--- src/rtl/pulse_stretcher_if.sv ---
// rtl/pulse_stretcher_if.sv - pulse request and stretched level signal bundle
interface pulse_stretcher_if #(
    parameter int WIDTH = 8
);
    logic             P;
    logic [WIDTH-1:0] len;
    logic             retrig;
    logic             L;
    logic             busy;
    logic             drop;

    modport master (
        output P, len, retrig,
        input  L, busy, drop
    );

    modport slave (
        input  P, len, retrig,
        output L, busy, drop
    );
endinterface

--- src/rtl/pulse_stretcher.sv ---
// rtl/pulse_stretcher.sv - stretches one-cycle pulses into levels of programmable width
module pulse_stretcher #(
    parameter int WIDTH = 8,
    parameter int GAP   = 2
) (
    input  logic              clk,
    input  logic              reset,
    pulse_stretcher_if.slave  ps
);
    // Gap counter holds GAP-1 down to 0; keep at least one bit so GAP=0 still elaborates.
    localparam int GW = ($clog2(GAP + 1) < 1) ? 1 : $clog2(GAP + 1);
    localparam logic [GW-1:0]    GAP_LOAD = GW'((GAP > 0) ? (GAP - 1) : 0);
    localparam logic [WIDTH-1:0] CNT_ONE  = WIDTH'(1);
    localparam logic [GW-1:0]    GAP_ONE  = GW'(1);

    typedef enum logic [1:0] {
        IDLE = 2'd0,
        HIGH = 2'd1,
        GAPS = 2'd2
    } state_t;

    state_t           state, state_nx;
    logic [WIDTH-1:0] cnt, cnt_nx;
    logic [GW-1:0]    gcnt, gcnt_nx;
    logic             l_q, busy_q, drop_q;
    logic             drop_nx;
    logic             len_ok;

    assign len_ok = (ps.len != '0);

    // State, counters and registered outputs; reset abandons any level in progress.
    always_ff @(posedge clk or negedge reset) begin
        if (!reset) begin
            state  <= IDLE;
            cnt    <= '0;
            gcnt   <= '0;
            l_q    <= 1'b0;
            busy_q <= 1'b0;
            drop_q <= 1'b0;
        end else begin
            state  <= state_nx;
            cnt    <= cnt_nx;
            gcnt   <= gcnt_nx;
            l_q    <= (state_nx == HIGH);
            busy_q <= (state_nx != IDLE);
            drop_q <= drop_nx;
        end
    end

    // Next-state: accept in IDLE, reload or count down in HIGH, enforce the low gap in GAPS.
    always_comb begin
        state_nx = state;
        cnt_nx   = cnt;
        gcnt_nx  = gcnt;
        drop_nx  = 1'b0;
        case (state)
            IDLE: begin
                // A zero-length request is silently ignored, not counted as a drop.
                if (ps.P && len_ok) begin
                    state_nx = HIGH;
                    cnt_nx   = ps.len - CNT_ONE;
                end
            end
            HIGH: begin
                // A reload wins over expiry so back-to-back segments never glitch low.
                if (ps.P && ps.retrig && len_ok) begin
                    cnt_nx = ps.len - CNT_ONE;
                end else begin
                    if (ps.P) begin
                        drop_nx = 1'b1;
                    end
                    if (cnt != '0) begin
                        cnt_nx = cnt - CNT_ONE;
                    end else if (GAP > 0) begin
                        state_nx = GAPS;
                        gcnt_nx  = GAP_LOAD;
                    end else begin
                        state_nx = IDLE;
                    end
                end
            end
            GAPS: begin
                if (ps.P) begin
                    drop_nx = 1'b1;
                end
                if (gcnt == '0) begin
                    state_nx = IDLE;
                end else begin
                    gcnt_nx = gcnt - GAP_ONE;
                end
            end
            default: begin
                state_nx = IDLE;
            end
        endcase
    end

    assign ps.L    = l_q;
    assign ps.busy = busy_q;
    assign ps.drop = drop_q;
endmodule
--- src/flat_wrapper.sv ---
// flat-port wrapper written by rule: the top's interface ports become plain ports
module pulse_stretcher_flat 
#(
    parameter int WIDTH = 8,
    parameter int GAP   = 2
)
  (clk, reset, ps_P, ps_len, ps_retrig, ps_L, ps_busy, ps_drop);
  pulse_stretcher_if #(.WIDTH(WIDTH)) ps_i ();
  input  logic clk;
  input  logic reset;
  input wire logic [$bits(ps_i.P)-1:0] ps_P;
  input wire logic [$bits(ps_i.len)-1:0] ps_len;
  input wire logic [$bits(ps_i.retrig)-1:0] ps_retrig;
  output wire logic [$bits(ps_i.L)-1:0] ps_L;
  output wire logic [$bits(ps_i.busy)-1:0] ps_busy;
  output wire logic [$bits(ps_i.drop)-1:0] ps_drop;
  assign ps_i.P = ps_P;
  assign ps_i.len = ps_len;
  assign ps_i.retrig = ps_retrig;
  assign ps_L = ps_i.L;
  assign ps_busy = ps_i.busy;
  assign ps_drop = ps_i.drop;
  pulse_stretcher #(.WIDTH(WIDTH), .GAP(GAP)) u_core (.clk(clk), .reset(reset), .ps(ps_i));
endmodule
--- config.mk ---
export PLATFORM = sky130hd
export DESIGN_NAME = pulse_stretcher_flat
export DESIGN_NICKNAME = d
export VERILOG_FILES = /design/src/rtl/pulse_stretcher_if.sv /design/src/rtl/pulse_stretcher.sv /design/src/flat_wrapper.sv
export SDC_FILE = /design/constraint.sdc
export NUM_CORES = 1
export LEC_CHECK = 0
export ABC_AREA = 1
export CAP_MARGIN = 0
export CORE_MARGIN = 1
export CORE_UTILIZATION = 52
export CTS_BUF_LIST = sky130_fd_sc_hd__clkbuf_2
export CTS_CLUSTER_DIAMETER = 120
export DETAILED_ROUTE_END_ITERATION = 6
export GPL_TIMING_DRIVEN = 0
export HOLD_SLACK_MARGIN = 0.1
export PLACE_DENSITY = 0.74
export SLEW_MARGIN = 20
export SYNTH_ARGS = -nofsm -noshare
export SYNTH_HDL_FRONTEND = slang
export SYNTH_SLANG_ARGS = --single-unit
--- constraint.sdc ---
create_clock -name clk -period 1.4 [get_ports clk]
set_input_delay 0.28 -clock clk [delete_from_list [all_inputs] [get_ports clk]]
set_output_delay 0.28 -clock clk [all_outputs]
set_load 0.005 [all_outputs]
==> results of run 1 <==
## state kept, by name (all words and copies together), names as in the netlist
register        count
u_core.cnt          8
u_core.ps.L         1
u_core.gcnt         2
u_core.ps.drop      1
u_core.ps.busy      1
u_core.state        2
## cells in the final DEF, fill, tap and decap left out, drive strengths merged
master	Yosys	routed
nand2	78	78
inv	25	25
buf	3	23
nor2	20	20
dfrtp	15	15
dlygate4sd2	0	11
nand3	10	10
o21ai	10	10
ha	8	8
xnor2	4	4
a21oi	4	4
clkbuf	0	3
xor2	2	2
clkdlybuf4s50	0	2
nor3	1	1
o211ai	1	1
nand3b	1	1
or2	1	1
clkinv	0	1
dlymetal6s2s	0	1
## cell type report
class	instances	area [um^2]	share of cell area (%)
Buffer	2	22.5	1.30
Sequential cell	15	377	21.8
Inverter	25	101	5.87
Timing Repair Buffer	35	302	17.5
Clock buffer	3	15.0	0.870
Clock inverter	1	5.00	0.290
Multi-Input combinational cell	140	870	50.4
Tap cell	28	35.0	2.03
## worst max-delay path: stages, from the launching register on
cell and delay [ns]:
dfrtp_1 0.49, nor2_2 0.18, nand2_4 0.09, nor2_2 0.16, nand2_1 0.08, nand2_1 0.13, nand2_1 0.10, nand2_2 0.09
o21ai_1 0.07
## cell usage after synthesis, drive strengths merged
master / count
nand3: 10
a21oi: 4
inv: 25
xor2: 2
ha: 8
o211ai: 1
nor2: 20
buf: 3
nand2: 78
xnor2: 4
or2: 1
nand3b: 1
dfrtp: 15
o21ai: 10
nor3: 1
## logic make-up (layout without fill, tap and decap cells)
logic type / after synthesis / in the layout
simple gates: 111 / 111
flops: 15 / 15
xor+xnor: 6 / 6
compound gates: 15 / 15
fa+ha+maj: 8 / 8
buf+inv: 28 / 66
## power groups by stage
stage	sequential, mW	combinational, mW	clock (mW)
after global placement	0.785	1.48	0
after floorplan	0.760	1.18	0
after CTS	0.763	1.99	0.215
after global routing	0.819	2.50	0.234
after detailed placement	0.787	1.52	0
final	0.805	2.27	0.222
## layer usage
| metal | track usage, % | vias to the layer above | share of wire [%] |
|---|---|---|---|
| met2 | 45.3 | 46 | 51 |
| met5 | 0 | - | 0 |
| li1 | - | 637 | - |
| met1 | 32.8 | 585 | 42 |
| met4 | 15.7 | 0 | 2.3 |
| met3 | 4.55 | 7 | 4.8 |
## through the flow
stage | instance area (um^2) | hold slack [ns]
global placement | 1420 | 0.470
finish | 1730 | 0.327
detailed placement | 1420 | 0.474
global route | 1730 | 0.339
CTS | 1640 | 0.418
floorplan | 1240 | -0.0156
## worst paths after layout
check / endpoint / slack, ns / cells past startpoint
worst max-delay path: u_core.ps.busy / -0.08 / 8
worst min-delay path: u_core.ps.drop / 0.33 / 3
worst max register to register: u_core.ps.busy / -0.08 / 8
worst min register to register: u_core.gcnt[0] / 0.50 / 2
max in group asynchronous: u_core.state[0] / 0.53 / 1
min in group asynchronous: u_core.cnt[7] / 0.38 / 1
## repair_timing
action                     CTS  global route
setup endpoints to repair   18            15
resized for setup           39            23
pin swaps                   15            16
cloned                       1             1
buffers inserted            15             4
==> flow_metrics.env, run 1 <==
export IMPL_fin_util_pct=77.3
export IMPL_cp_end_kind="flop"
export IMPL_fmax_mhz=675
export IMPL_grt_pass1_wl_um=5060
export IMPL_die_y_um=50.7
export IMPL_vias=1275
export IMPL_synth_fa_ha_area_share_pct=8.11
export IMPL_startpoint_type="flop"
export IMPL_die_area_um2=2570
export IMPL_clockPowerShare_pct=6.7
export IMPL_final_cells=249
export IMPL_drc=0
export IMPL_setup_ws_ns=-0.0815
export IMPL_clk_latency_ns=0.31
export IMPL_clock_sinks=15
export IMPL_grt_total_usage_pct=27.2
export IMPL_p_leak_nw=0.906
export IMPL_skew_ns=0.00162
export IMPL_cts_hold_buf=0
export IMPL_yosysWarnings=0
export IMPL_swShare_pct=47.7
export IMPL_dp_final_hpwl_um=1940
export IMPL_synth_area_um2=1230
export IMPL_fp_coreArea_um2=2230
export IMPL_syn_num_nets=203
export IMPL_ys_seq_elements=15
export IMPL_synth_distinct_cells=26
export IMPL_rsz0062_at_grt="true"
export IMPL_hold_viol_final=0
export IMPL_gr_total_overflow=0
export IMPL_place_ws_ns=-0.579
export IMPL_root_buffer="clkbuf_2"
export IMPL_hp_start="ps_P"
export IMPL_h_tree_depth=1
export IMPL_area_delta_synth_final_pct=39.8
export IMPL_final_layout_size_suffix_gt1_share_pct=34.8
export IMPL_synth_area_leaders="dfrtp_1, nand2_1, ha_1, inv_1, nor2_1"
export IMPL_min_period_ns=1.48
export IMPL_clkTransAtPathRegs_ns=0.16
export IMPL_cts_tree="yes"
export IMPL_syn_avg_cell_area_um2=6.75
export IMPL_slew_headroom_pct=51.9
export IMPL_synth_compound_area_share_pct=8.41
export IMPL_grt_start_max_net_pins=16
export IMPL_fin_setup_tns_ns=-0.427
export IMPL_cts_buffer_depth=2
export IMPL_period_share_pct=106
export IMPL_routed_via_density=5.12
export IMPL_antenna_found_initial=0
export IMPL_dp_cells=225
export IMPL_powerDensity_nw_per_um2=1910
export IMPL_yosysTopAreaCellShare_pct=30.4
export IMPL_fillCellCount=160
export IMPL_p_seq_share_pct=24.4
export IMPL_violations="negative setup slack"
export IMPL_wl_per_cell_um=13.3
export IMPL_synth_yosys_seq_area_share_pct=30.4
export IMPL_p_switching_mw=1.57
export IMPL_crit_start="u_core.cnt[2]"
export IMPL_synth_top_family_by_area="simple AND/OR/NAND/NOR gates"
export IMPL_power_frac_comb_pct=68.8
export IMPL_crit_type="flop to flop"
export IMPL_max_cap_viol_count=0
export IMPL_ir_drop_mv=1.31
export IMPL_hold_path_class="input pin to flop"
export IMPL_p_int_mw=1.72
export IMPL_grt_pass1_vias=1142
export IMPL_boundaryPins=15
export IMPL_gp_congestion=0.836
export IMPL_first_pass_iters=4
export IMPL_slew_violations=0
export IMPL_rows=17
export IMPL_status="finished, violations left"
export IMPL_synthCells=183
export IMPL_drt_wl_total_um=3320
export IMPL_power_mw=3.29
export IMPL_die_w_um=50.7
export IMPL_worst_slew_pin_slew_ns=0.719
export IMPL_critPathMaxFanout=4
export IMPL_synth_mux_area_share_pct=0
export IMPL_initial_utilization_pct=55.3
export IMPL_yosys_area_share_simple_pct=39.0
export IMPL_r2r_start="u_core.cnt[2]"
export IMPL_nNetsFinal=242
export IMPL_synth_xor_area_share_pct=4.26
export IMPL_cp_arrival_ns=1.70
export IMPL_finalSetupViolations=13
export IMPL_io_buffers=14
export IMPL_yosys_area_top_type="dfrtp_1"
export IMPL_antenna_cells=0
export IMPL_cts_buffers=3
export IMPL_required_ns=1.62
export IMPL_postRouteAntennaNets=0
export IMPL_drt_iter0_drc=16
Note: power is estimated with default switching activity, not from simulation.
==> run 2: changes to the inputs <==
--- a/config.mk
+++ b/config.mk
@@ -5,7 +5,6 @@
 export SDC_FILE = /design/constraint.sdc
 export NUM_CORES = 1
 export LEC_CHECK = 0
-export ABC_AREA = 1
 export CAP_MARGIN = 0
 export CORE_MARGIN = 1
 export CORE_UTILIZATION = 52
==> constraint.sdc (replaced) <==
create_clock -name clk -period 1.4 [get_ports clk]
set_input_delay 0.28 -clock clk [delete_from_list [all_inputs] [get_ports clk]]
set_output_delay 0.28 -clock clk [all_outputs]
set_load 0.01 [all_outputs]
==> run 2 against run 1 <==
The run still ends with negative setup slack left; global-route usage rose by 3.4 points; register-to-register slack got worse by 0.65 ns; sequential power increased by 5.5%; critical path type unchanged; worst setup slack got worse by 0.65 ns; power increased by 12%; clock power increased by 9%; cell count down 14%; synthesized cell count shrank 20%; die area rose by 7.0%; utilization increased by 6.7 points; fmax decreased by 31%.
==> flow_metrics.env, run 2 <==
export IMPL_clk_latency_ns=0.30
export IMPL_cp_buffers_inverters=2
export IMPL_final_common_cell="buf_4"
export IMPL_regMostFlops="u_core.cnt"
export IMPL_drt_wl_total_um=4520
export IMPL_place_ws_ns=-1.09
export IMPL_slew_violations=0
export IMPL_required_ns=1.59
export IMPL_routed_via_density=6.89
export IMPL_crit_type="flop to flop"
export IMPL_rsz0062_at_grt="true"
export IMPL_synth_yosys_seq_area_share_pct=28.3
export IMPL_fin_setup_tns_ns=-7.28
export IMPL_cp_depth=7
export IMPL_boundaryPins=15
export IMPL_synthCells=146
export IMPL_worst_slew_pin_slew_ns=0.750
export IMPL_dp_final_hpwl_um=2310
export IMPL_min_period_ns=2.13
export IMPL_syn_num_nets=166
export IMPL_cp_arrival_ns=2.32
export IMPL_crit_end="u_core.cnt[0]"
export IMPL_synth_most_common_cell="dfrtp_1"
export IMPL_clkTransAtPathRegs_ns=0.17
export IMPL_max_cap_viol_count=0
export IMPL_cts_tree="yes"
export IMPL_syn_avg_cell_area_um2=9.08
export IMPL_path_delay_family="compound AO/OA/AOI/OAI gates"
export IMPL_final_layout_size_suffix_gt1_share_pct=43.5
export IMPL_postRouteAntennaNets=0
export IMPL_period_share_pct=152
export IMPL_reg2reg_depth=7
export IMPL_fillCellCount=127
export IMPL_cp_slowest_cell="or4bb_4"
export IMPL_skew_ns=0.000558
export IMPL_largest_register_ff_count=8
export IMPL_yosysWarnings=0
export IMPL_antenna_found_initial=0
export IMPL_antenna_cells=0
export IMPL_cp_end_kind="flop"
export IMPL_top_layer="met4"
export IMPL_status="finished, violations left"
export IMPL_largestRegisters="u_core.cnt: 8 flops, u_core.gcnt: 2 flops, u_core.state: 2 flops"
export IMPL_grt_pass1_vias=1269
export IMPL_yosys_area_top_type="dfrtp_1"
export IMPL_place_area_um2=1530
export IMPL_p_leak_nw=0.807
export IMPL_synth_distinct_cells=56
export IMPL_wl_met3_um=540
export IMPL_die_y_um=52.5
export IMPL_finalSetupViolations=15
export IMPL_first_pass_iters=6
export IMPL_critPathMaxFanout=6
export IMPL_die_area_um2=2750
export IMPL_cts_buffer_depth=2
export IMPL_fmax_mhz=468
export IMPL_yosysTopAreaCellShare_pct=28.3
export IMPL_drt_iter0_drc=93
export IMPL_grt_start_max_net_pins=16
export IMPL_grt_total_usage_pct=30.7
export IMPL_worst_path_largest_cell_delay_ns=0.47
export IMPL_setup_ws_ns=-0.735
export IMPL_holdWs_ns=0.369
export IMPL_wl_met1_um=1840
export IMPL_clock_sinks=15
export IMPL_gr_total_overflow=0
export IMPL_hold_path_class="input pin to async pin"
export IMPL_vias=1474
export IMPL_nNetsFinal=207
export IMPL_root_buffer="clkbuf_2"
export IMPL_rrSetupSlack_ns=-0.73
export IMPL_async_flop_share_pct=100
export IMPL_cts_buffers=3
export IMPL_io_buffers=14
export IMPL_drc=0
export IMPL_hold_viol_final=0
export IMPL_final_area_um2=1930
export IMPL_synth_top_flop_cell="dfrtp_1"
export IMPL_synth_edf_count=0
export IMPL_ys_seq_elements=15
export IMPL_wl_met2_um=1980
export IMPL_fp_coreArea_um2=2300
export IMPL_r2r_start="u_core.state[1]"
export IMPL_h_tree_depth=1
export IMPL_layout_common_cells="buf_4, dfrtp_1, inv_1"
export IMPL_slew_headroom_pct=49.5
export IMPL_grt_pass1_wl_um=6130
export IMPL_path_cells="inv_2 > ha_4 > or4bb_4 > o21a_4 > buf_8 > a222oi_1 > mux2i_1"
export IMPL_ir_drop_mv=1.33
export IMPL_power_mw=3.68
export IMPL_violations="negative setup slack"
export IMPL_powerDensity_nw_per_um2=1910
export IMPL_wl_per_cell_um=21.1
export IMPL_rows=17
export IMPL_synth_common_cells="dfrtp_1, inv_1, nor2_1, ha_1, o21ai_0"
export IMPL_r2r_end="u_core.cnt[0]"
export IMPL_synth_area_um2=1330
export IMPL_area_delta_synth_final_pct=45.6
export IMPL_crit_start="u_core.state[1]"
export IMPL_die_w_um=52.5
export IMPL_initial_utilization_pct=57.7
export IMPL_startpoint_type="flop"
export IMPL_gp_congestion=0.892
export IMPL_synth_area_leaders="dfrtp_1, ha_1, o211ai_1, inv_1, o21ai_0"
[run 2: timing repair]
| action | CTS | global route |
|---|---|---|
| gates resized for setup | 46 | 22 |
| pin swaps | 16 | 12 |
| setup buffers | 16 | 9 |
| hold buffers | 0 | 0 |
| endpoints found under the setup margin | 18 | 15 |
[run 2: power breakdown]
| group | internal (mW) | switching, mW | total (mW) |
|---|---|---|---|
| clock | 0.0757 | 0.166 | 0.241 |
| sequential | 0.619 | 0.229 | 0.849 |
| combinational | 1.25 | 1.33 | 2.59 |
| total | 1.95 | 1.73 | 3.68 |
[run 2: final cells by class]
| cell class | count | area, um^2 | area share, % |
|---|---|---|---|
| flip-flops and latches | 15 | 377 | 19.5 |
| multi-input cells | 112 | 1100 | 56.9 |
| well taps | 28 | 35.0 | 1.82 |
| clock buffers | 4 | 20.0 | 1.04 |
| repair buffers | 39 | 319 | 16.5 |
| plain buffers | 3 | 32.5 | 1.69 |
| inverters | 13 | 48.8 | 2.53 |
[run 2: cell families after synthesis]
| group | Yosys count | share of synthesized area (%) |
|---|---|---|
| AOI/OAI and AO/OA | 48 | 29.5 |
| DFF | 15 | 28.3 |
| and+or+nand+nor | 49 | 22.2 |
| buffers and inverters | 19 | 7.55 |
| xor gates and xnor gates | 4 | 2.64 |
| muxes | 3 | 2.27 |
| adders and majority gates | 8 | 7.55 |
[run 2: through the flow]
step                      cells  utilization [%]
after floorplan             146                -
after detailed placement    188             66.6
final                       214             84.0
after global placement      188             66.6
after global routing        214             84.0
after CTS                   207             78.5
[run 2: worst reg2reg max path, delay by kind of cell (launching register included)]
family,cells,cell delay [ns]
AO/OA/AOI/OAI,2,0.59
flip-flops,1,0.45
multiplexers,1,0.16
AND/OR/NAND/NOR,1,0.47
buffers and inverters,2,0.21
adder cells (fa/ha/maj),1,0.13
[run 2: how the worst min path moves through the flow]
stage | from | endpoint | cells after the start
final | reset | u_core.ps.L | 1
after global routing | reset | u_core.ps.busy | 1
after CTS | reset | u_core.ps.busy | 1
after detailed placement | u_core.gcnt[1] | u_core.gcnt[1] | 1
after global placement | u_core.gcnt[1] | u_core.gcnt[1] | 1
after floorplan | reset | u_core.cnt[0] | 0
[run 2: routing by layer]
metal,vias up,global-route usage [%]
li1,636,-
met1,695,43.3
met2,123,47.7
met3,20,5.22
met4,0,8.33
met5,-,0
